## src/rtl/palindrome_frame_rx.sv

```systemverilog
// Serial frame receiver: start bit, 8 data bits MSB first, optional even parity, stop bit.
// Define PAL_RX_PARITY_CHECK_EN to insert and check the parity bit before the stop bit.
`timescale 1ns/1ps
module palindrome_frame_rx #(
  parameter int TIMEOUT = 16
) (
  input  logic       clk,
  input  logic       rst_n,
  input  logic       bit_in,
  input  logic       bit_valid,
  output logic [7:0] num,
  output logic       num_valid,
  input  logic       num_ready,
  output logic       frame_err,
  output logic       overrun,
  output logic       busy
);

  localparam int IW = (TIMEOUT < 2) ? 1 : $clog2(TIMEOUT + 1);

  typedef enum logic [2:0] {
    S_IDLE   = 3'd0,
    S_DATA   = 3'd1,
    S_STOP   = 3'd2,
`ifdef PAL_RX_PARITY_CHECK_EN
    S_PARITY = 3'd4,
`endif
    S_HOLD   = 3'd3
  } state_t;

  state_t          state_q;
  logic [7:0]      shift_q;
  logic [2:0]      bit_cnt_q;
  logic [IW-1:0]   idle_cnt_q;
  logic [7:0]      num_q;
  logic            num_valid_q;
  logic            frame_err_q;
  logic            overrun_q;

  logic [7:0]      shift_d;
  logic            in_frame;

  assign shift_d  = {shift_q[6:0], bit_in};
`ifdef PAL_RX_PARITY_CHECK_EN
  assign in_frame = (state_q == S_DATA) || (state_q == S_PARITY) || (state_q == S_STOP);
`else
  assign in_frame = (state_q == S_DATA) || (state_q == S_STOP);
`endif

  always_ff @(posedge clk) begin
    if (!rst_n) begin
      state_q     <= S_IDLE;
      shift_q     <= 8'h00;
      bit_cnt_q   <= 3'd0;
      idle_cnt_q  <= '0;
      num_q       <= 8'h00;
      num_valid_q <= 1'b0;
      frame_err_q <= 1'b0;
      overrun_q   <= 1'b0;
    end else begin
      frame_err_q <= 1'b0;
      unique case (state_q)
        S_IDLE: begin
          if (bit_valid && bit_in) begin
            state_q    <= S_DATA;
            bit_cnt_q  <= 3'd0;
            shift_q    <= 8'h00;
            idle_cnt_q <= '0;
          end
        end
        S_DATA: begin
          if (bit_valid) begin
            shift_q    <= shift_d;
            bit_cnt_q  <= bit_cnt_q + 3'd1;
            idle_cnt_q <= '0;
            if (bit_cnt_q == 3'd7) begin
`ifdef PAL_RX_PARITY_CHECK_EN
              state_q <= S_PARITY;
`else
              state_q <= S_STOP;
`endif
            end
          end
        end
`ifdef PAL_RX_PARITY_CHECK_EN
        S_PARITY: begin
          if (bit_valid) begin
            idle_cnt_q <= '0;
            if ((^shift_q) == bit_in) begin
              state_q <= S_STOP;
            end else begin
              frame_err_q <= 1'b1;
              state_q     <= S_IDLE;
            end
          end
        end
`endif
        S_STOP: begin
          if (bit_valid) begin
            idle_cnt_q <= '0;
            if (!bit_in) begin
              num_q       <= shift_q;
              num_valid_q <= 1'b1;
              state_q     <= S_HOLD;
            end else begin
              frame_err_q <= 1'b1;
              state_q     <= S_IDLE;
            end
          end
        end
        S_HOLD: begin
          // Bits arriving while a word waits are dropped; a start bit flags the loss.
          if (bit_valid && bit_in) overrun_q <= 1'b1;
          if (num_ready) begin
            num_valid_q <= 1'b0;
            state_q     <= S_IDLE;
          end
        end
        default: state_q <= S_IDLE;
      endcase

      if (in_frame && !bit_valid) begin
        if (idle_cnt_q == IW'(TIMEOUT - 1)) begin
          frame_err_q <= 1'b1;
          state_q     <= S_IDLE;
          idle_cnt_q  <= '0;
        end else begin
          idle_cnt_q <= idle_cnt_q + 1'b1;
        end
      end
    end
  end

  assign num       = num_q;
  assign num_valid = num_valid_q;
  assign frame_err = frame_err_q;
  assign overrun   = overrun_q;
  assign busy      = (state_q != S_IDLE);

endmodule

```

## config.mk

```make
export PLATFORM = sky130hd
export DESIGN_NAME = palindrome_frame_rx
export DESIGN_NICKNAME = d
export VERILOG_FILES = /design/src/rtl/palindrome_frame_rx.sv
export SDC_FILE = /design/constraint.sdc
export NUM_CORES = 1
export LEC_CHECK = 0
export BUFFER_PORTS_ARGS = -buffer_cell sky130_fd_sc_hd__buf_2
export CAP_MARGIN = 20
export CORE_AREA = 3 3 60 62
export CTS_CLUSTER_DIAMETER = 40
export DETAILED_ROUTE_END_ITERATION = 8
export DIE_AREA = 0 0 63 65
export SLEW_MARGIN = 20
export SYNTH_ARGS = -nofsm -noshare
export SYNTH_HDL_FRONTEND = slang
export SYNTH_SLANG_ARGS = --single-unit
export TNS_END_PERCENT = 10
```

## constraint.sdc

```tcl
create_clock -name clk -period 2.2 [get_ports clk]
set_input_delay 0.33 -clock clk [delete_from_list [all_inputs] [get_ports clk]]
set_output_delay 0.33 -clock clk [all_outputs]
set_load 0.02 [all_outputs]
```

# [Word level (Yosys, flattened, before mapping)]
# Index checks and enable logic that the tools add are counted.
[totals] register_bits=30 out_inout_bits=12 elab_cells=67 inputBits=5
[op_classes] addsub=2 bitwise_logic=1 reduce_logical=15 eq_ne=12 mux=29
[op_table] cell="two-way mux 3 bit" count=9
[op_table] cell="two-way mux 5 bit" count=4
[op_table] cell="two-way mux 8 bit" count=2
[op_table] cell="case mux 8 bit (2 select lines)" count=1
[op_table] cell="case mux 3 bit (4 select lines)" count=1
[op_table] cell="inequality test 2 bit, second input constant" count=5
[op_table] cell="case mux 5 bit (2 select lines)" count=1
[op_table] cell="AND reduction 3 bit" count=3
[op_table] cell="two-way mux 1 bit" count=8
[op_table] cell="equality test 3 x 2 -> 1 bit, second input constant" count=2
[op_table] cell="case mux 3 bit (2 select lines)" count=1
[op_table] cell="nonzero test 3 bit" count=2
[op_table] cell="adder 5 x 1 -> 5 bit, second input constant" count=1
[op_table] cell="equality test 5 x 4 -> 1 bit, second input constant" count=1
[op_table] cell="AND reduction 4 bit" count=1
[op_table] cell="nonzero test 2 bit" count=2
[op_table] cell="adder 3 x 1 -> 3 bit, second input constant" count=1
[op_table] cell="equality test 3 x 1 -> 1 bit, second input constant" count=1
[op_table] cell="equality test 3 bit, second input constant" count=1
[op_table] cell="zero test 3 bit" count=1
[op_table] cell="inequality test 3 x 1 -> 1 bit, second input constant" count=1
[op_table] cell="inequality test 3 bit, second input constant" count=1
[op_table] cell="logical AND 1 bit" count=2
[op_table] cell="two-way mux 2 bit" count=1
[op_table] cell="other kinds (6)" count=6

# [Depth between registers and ports, before layout]
[logic_depth] word_depth=6 depth_mapped=5

# [Least setup slack after synthesis]
# Ideal clock, no wire load.
[synth_path] path_type="register to output" start="register state_q[1]" end="output busy" required_ns=1.870 stages_incl_launch_ff=4 t_arrival_ns=1.031 path_slack_ns=0.839 path_buffers=2 path_cell_list="dfxtp_1 > buf_6 > buf_2 > or3_1"
[synth_between] elab_chain_len=1
[synth_rtl] item="from (decl)" line="31" rtl="state_t state_q;"
[synth_rtl] item="from (signal assigned)" line="52" rtl="state_q <= S_IDLE;"
[synth_rtl] item="from (signal assigned)" line="65" rtl="state_q <= S_DATA;"
[synth_rtl] item="from (signal assigned)" line="80" rtl="state_q <= S_STOP;"
[synth_rtl] item="nonzero test 3 bit" line="138" rtl="assign busy = (state_q != S_IDLE);"
[synth_rtl] item="to (decl)" line="16" rtl="output logic busy"
# Every way passes these cells.

# [Final worst setup path]
[layout_path] start="register state_q[0]" end="output busy"
# The elaborated chain is that of the path after synthesis.

==> tab_implementation.tex <==
\begin{tabular}{lr}
\hline
Metric & Value \\
\hline
\multicolumn{2}{l}{\textbf{Worst setup path}} \\
\quad Data required, critical path & 1.87 ns \\
\quad Critical path, cell by cell & or3\_1, buf\_2 \\
\quad Worst Path Arrival & 1.60 ns \\
\quad Critical Path Fanout Max & 24 \\
\quad Critical path startpoint category & flip-flop \\
\quad Slowest stage delay, CP & 0.89 ns \\
\quad Element type at the critical path end & output pin \\
\quad WS Path Type & flip-flop to output pin \\
\quad CP max-delay cell & sky130\_fd\_sc\_hd\_\_dfxtp\_1 \\
\multicolumn{2}{l}{\textbf{Die}} \\
\quad Starting density of the core & a little under half \\
\quad Number of cell rows & 20 \\
\quad Core outline area & 3080 sq um \\
\quad Ports & 17 \\
\quad Die Wd & around 63 um \\
\quad Die height & 65 um \\
\quad Area of the die & $\sim$4100 sq um \\
\multicolumn{2}{l}{\textbf{Logic synthesis}} \\
\quad Mapped Nets & 172 \\
\quad Sequential-to-total area share from yosys stat & a little over two fifths \\
\quad Post-synthesis instance area & roughly 1400 sq um \\
\quad Avg Synthesized Cell Area & about 8.6 sq um \\
\quad Fraction of post-synthesis cell area in the top cell type by area & around 43\% \\
\quad Synthesized flop and latch total & 30 \\
\quad Yosys warns & 0 \\
\quad Largest area contributor in the synthesized netlist & sky130\_fd\_sc\_hd\_\_dfxtp\_1 \\
\quad Number of cells produced by synthesis & 164 \\
\quad Count of distinct cell types in the synthesized netlist & 33 \\
\quad Most area-consuming cells after synthesis & sky130\_fd\_sc\_hd\_\_dfxtp\_1 (43\%), sky130\_fd\_sc\_hd\_\_a21oi\_1 (9.3\%), sky130\_fd\_sc\_hd\_\_nand4\_1 (5.8\%) \\
\multicolumn{2}{l}{\textbf{GRT}} \\
\quad First-pass GRT wire length & between 5000 and 6000 um \\
\quad GRT Total Usage & between 10\% and 20\% \\
\quad Antenna violations before repair & 0 \\
\quad Number of global-route vias before repair & approximately 1,100 \\
\quad Maximum number of pins on one net before global-route repair & 26 \\
\quad Remaining global-route overflow & 0 \\
\multicolumn{2}{l}{\textbf{Min path}} \\
\quad Class of the tightest hold or removal check & input pin to flip-flop \\
\multicolumn{2}{l}{\textbf{Timing}} \\
\quad Slew at the pin closest to its max-slew limit & approximately 0.85 ns \\
\quad Worst-case hold slack & approximately 0.23 ns \\
\quad Number of failing setup endpoints in the final timing report & 0 \\
\quad Final hold violation count & 0 \\
\quad Setup repair after global routing missed its margin & false \\
\quad Headroom to the max-slew limit & a little over two fifths \\
\quad Post-Route Setup TNS & 0 ns \\
\quad Worst setup margin & between 0.2 and 0.3 ns \\
\quad Shortest clock period the worst path allows after layout & between 1.5 and 2 ns \\
\quad Final worst path period share & between 80\% and 90\% \\
\quad Slew Limit Fails & 0 \\
\quad Clock Skews & $\sim$0.0074 ns \\
\quad Max Freq & just over 500 MHz \\
\multicolumn{2}{l}{\textbf{Detailed routing}} \\
\quad Pre-antenna DRT Iters & 4 \\
\quad Drt wl/cell & 13.9 um \\
\quad Iteration-0 DRC count of the detailed router & 45 \\
\quad Total Routed Length & roughly 3000 um \\
\quad Via-per-instance ratio & approximately 5.7 \\
\quad Final antenna-violating net count & 0 \\
\quad Residual DRC & 0 \\
\quad Vias after detailed routing & about 1,200 \\
\multicolumn{2}{l}{\textbf{Final layout}} \\
\quad Share of post-route cells with drive strength above 1 & between 15 and 20\% \\
\quad Sequential cell area & 601 sq um \\
\quad Number of antenna cells inserted & 0 \\
\quad Fill cells & 320 \\
\quad Area occupied by multi-input gates & approximately 690 sq um \\
\quad Area added between synthesis and finish & 8.47\% \\
\quad Commonest cells after routing, fill and taps aside & sky130\_fd\_sc\_hd\_\_dfxtp\_1 (30), sky130\_fd\_sc\_hd\_\_a21oi\_1 (26), sky130\_fd\_sc\_hd\_\_buf\_2 (16) \\
\quad Non-filler cells, final & between 200 and 250 \\
\quad Leading cell type in the layout, fill and taps excluded & sky130\_fd\_sc\_hd\_\_dfxtp\_1 \\
\quad Final nets & between 150 and 200 \\
\multicolumn{2}{l}{\textbf{Clocking}} \\
\quad Clock Tree Root & sky130\_fd\_sc\_hd\_\_clkbuf\_4 \\
\quad Worst-skew pair later-pin latency & roughly 0.34 ns \\
\quad Total CTS buffers & 5 \\
\quad Buffer depth of the longest clock path & 2 \\
\quad Cells resized by post-CTS repair & 0 \\
\quad Quantity of hold-fixing buffers added after cts & 0 \\
\quad Clock slew at reported path FFs & 0.10 ns \\
\quad Htree depth & 2 \\
\quad Number of clock sinks & 30 \\
\quad Buffers inserted by post-CTS timing repair & 0 \\
\quad TritonCTS clock tree & built \\
\multicolumn{2}{l}{\textbf{Status}} \\
\quad Status & completed \\
\multicolumn{2}{l}{\textbf{Placed design}} \\
\quad Minimum setup slack after placement & 0.491 ns \\
\quad PortBufs & 16 \\
\quad Placer congestion estimate & $\sim$0.75 \\
\quad Placed Cells & about 210 \\
\quad Sum of net half-perimeters after detailed placement & between 1500 and 2000 um \\
\multicolumn{2}{l}{\textbf{Run}} \\
\quad Number of max-capacitance violations reported & 0 \\
\multicolumn{2}{l}{\textbf{Pwr}} \\
\quad Areal power density over the cells & 684 nW/um\^{}2 \\
\quad Maximum VDD drop & roughly 320 uV \\
\quad Static power due to leakage & around 0.54 nW \\
\hline
\end{tabular}
state kept, by name, indices dropped and copies added, names as in the netlist:
name and count:
shift_q 8, overrun 1, frame_err 1, idle_cnt_q 5
num 8, bit_cnt_q 3, state_q 3, num_valid 1
final cells by class:
cell class                 instances  share of cell area (%)
multi-input combinational        116                    45.6
sequential                        30                    39.5
timing repair buffer              17                    5.76
tap                               44                    3.62
clock inverter                     3                    2.63
clock buffer                       5                    2.47
inverter                           2                   0.493
per-layer routing:
layer / part of all wire [%] / vias to the layer above / GRT usage [%]
li1: - / 620 / -
met1: 49 / 572 / 20.6
met2: 43 / 32 / 24.8
met3: 6.3 / 7 / 5.72
met4: 1.8 / 0 / 6.89
met5: 0 / - / 0
final timing paths:
| kind | cells past startpoint | end | startpoint | slack (ns) |
|---|---|---|---|---|
| worst max-delay path | 2 | busy | state_q[0] | 0.27 |
| worst max register to register | 3 | shift_q[1] | state_q[0] | 0.45 |
| worst min register to register | 2 | idle_cnt_q[4] | idle_cnt_q[4] | 0.45 |
| worst min-delay path | 2 | num_valid | num_ready | 0.23 |
worst max-delay path: cells and delay by family (launching register included):
family | cells | cell delay, ns
flops | 1 | 0.89
simple gates | 1 | 0.21
buf+inv | 1 | 0.16
per-stage QoR:
step,total power [mW],util [%],cell area (sq um)
after floorplan,0.607,-,1400
after global placement,0.614,46.9,1440
after detailed placement,0.616,46.9,1440
after CTS,1.05,49.4,1520
after global routing,1.09,49.4,1520
final,1.04,49.4,1520
cell families after synthesis:
family	count (synthesis)	share of synthesized area (%)
xor+xnor	3	1.87
flops	30	42.8
fa+ha+maj	3	2.68
buf+inv	18	7.76
other cells	1	0.267
simple gates	51	21.8
compound gates	58	22.8
synthesized netlist by cell type:
library cell / count
sky130_fd_sc_hd__dfxtp_1: 30
sky130_fd_sc_hd__a41oi_1: 1
sky130_fd_sc_hd__nor2_1: 6
sky130_fd_sc_hd__o311ai_0: 1
sky130_fd_sc_hd__clkbuf_1: 3
sky130_fd_sc_hd__nand4_1: 13
sky130_fd_sc_hd__or3b_1: 2
sky130_fd_sc_hd__clkbuf_2: 1
sky130_fd_sc_hd__buf_2: 8
sky130_fd_sc_hd__o2111ai_1: 1
sky130_fd_sc_hd__conb_1: 1
sky130_fd_sc_hd__a21oi_1: 26
sky130_fd_sc_hd__nand3_1: 12
sky130_fd_sc_hd__buf_6: 4
sky130_fd_sc_hd__inv_1: 2
sky130_fd_sc_hd__nand2_1: 6
sky130_fd_sc_hd__nand4b_1: 5
sky130_fd_sc_hd__nor3b_4: 1
sky130_fd_sc_hd__nand2b_1: 1
sky130_fd_sc_hd__o22ai_1: 1
sky130_fd_sc_hd__a211oi_2: 1
sky130_fd_sc_hd__xor2_1: 2
sky130_fd_sc_hd__a311oi_1: 1
sky130_fd_sc_hd__or4_1: 1
sky130_fd_sc_hd__a31oi_1: 1
sky130_fd_sc_hd__o211ai_1: 1
sky130_fd_sc_hd__a21o_1: 1
sky130_fd_sc_hd__nor2b_1: 3
sky130_fd_sc_hd__or3_1: 1
sky130_fd_sc_hd__xnor2_1: 1
sky130_fd_sc_hd__o21ai_1: 8
sky130_fd_sc_hd__o21ai_0: 15
sky130_fd_sc_hd__ha_1: 3
report_power, final:
part	total, mW	internal, mW	switching [mW]
clock network	0.436	0.235	0.201
registers	0.551	0.544	0.00620
logic	0.0530	0.0127	0.0403
Power figures use the tool's default switching activity.
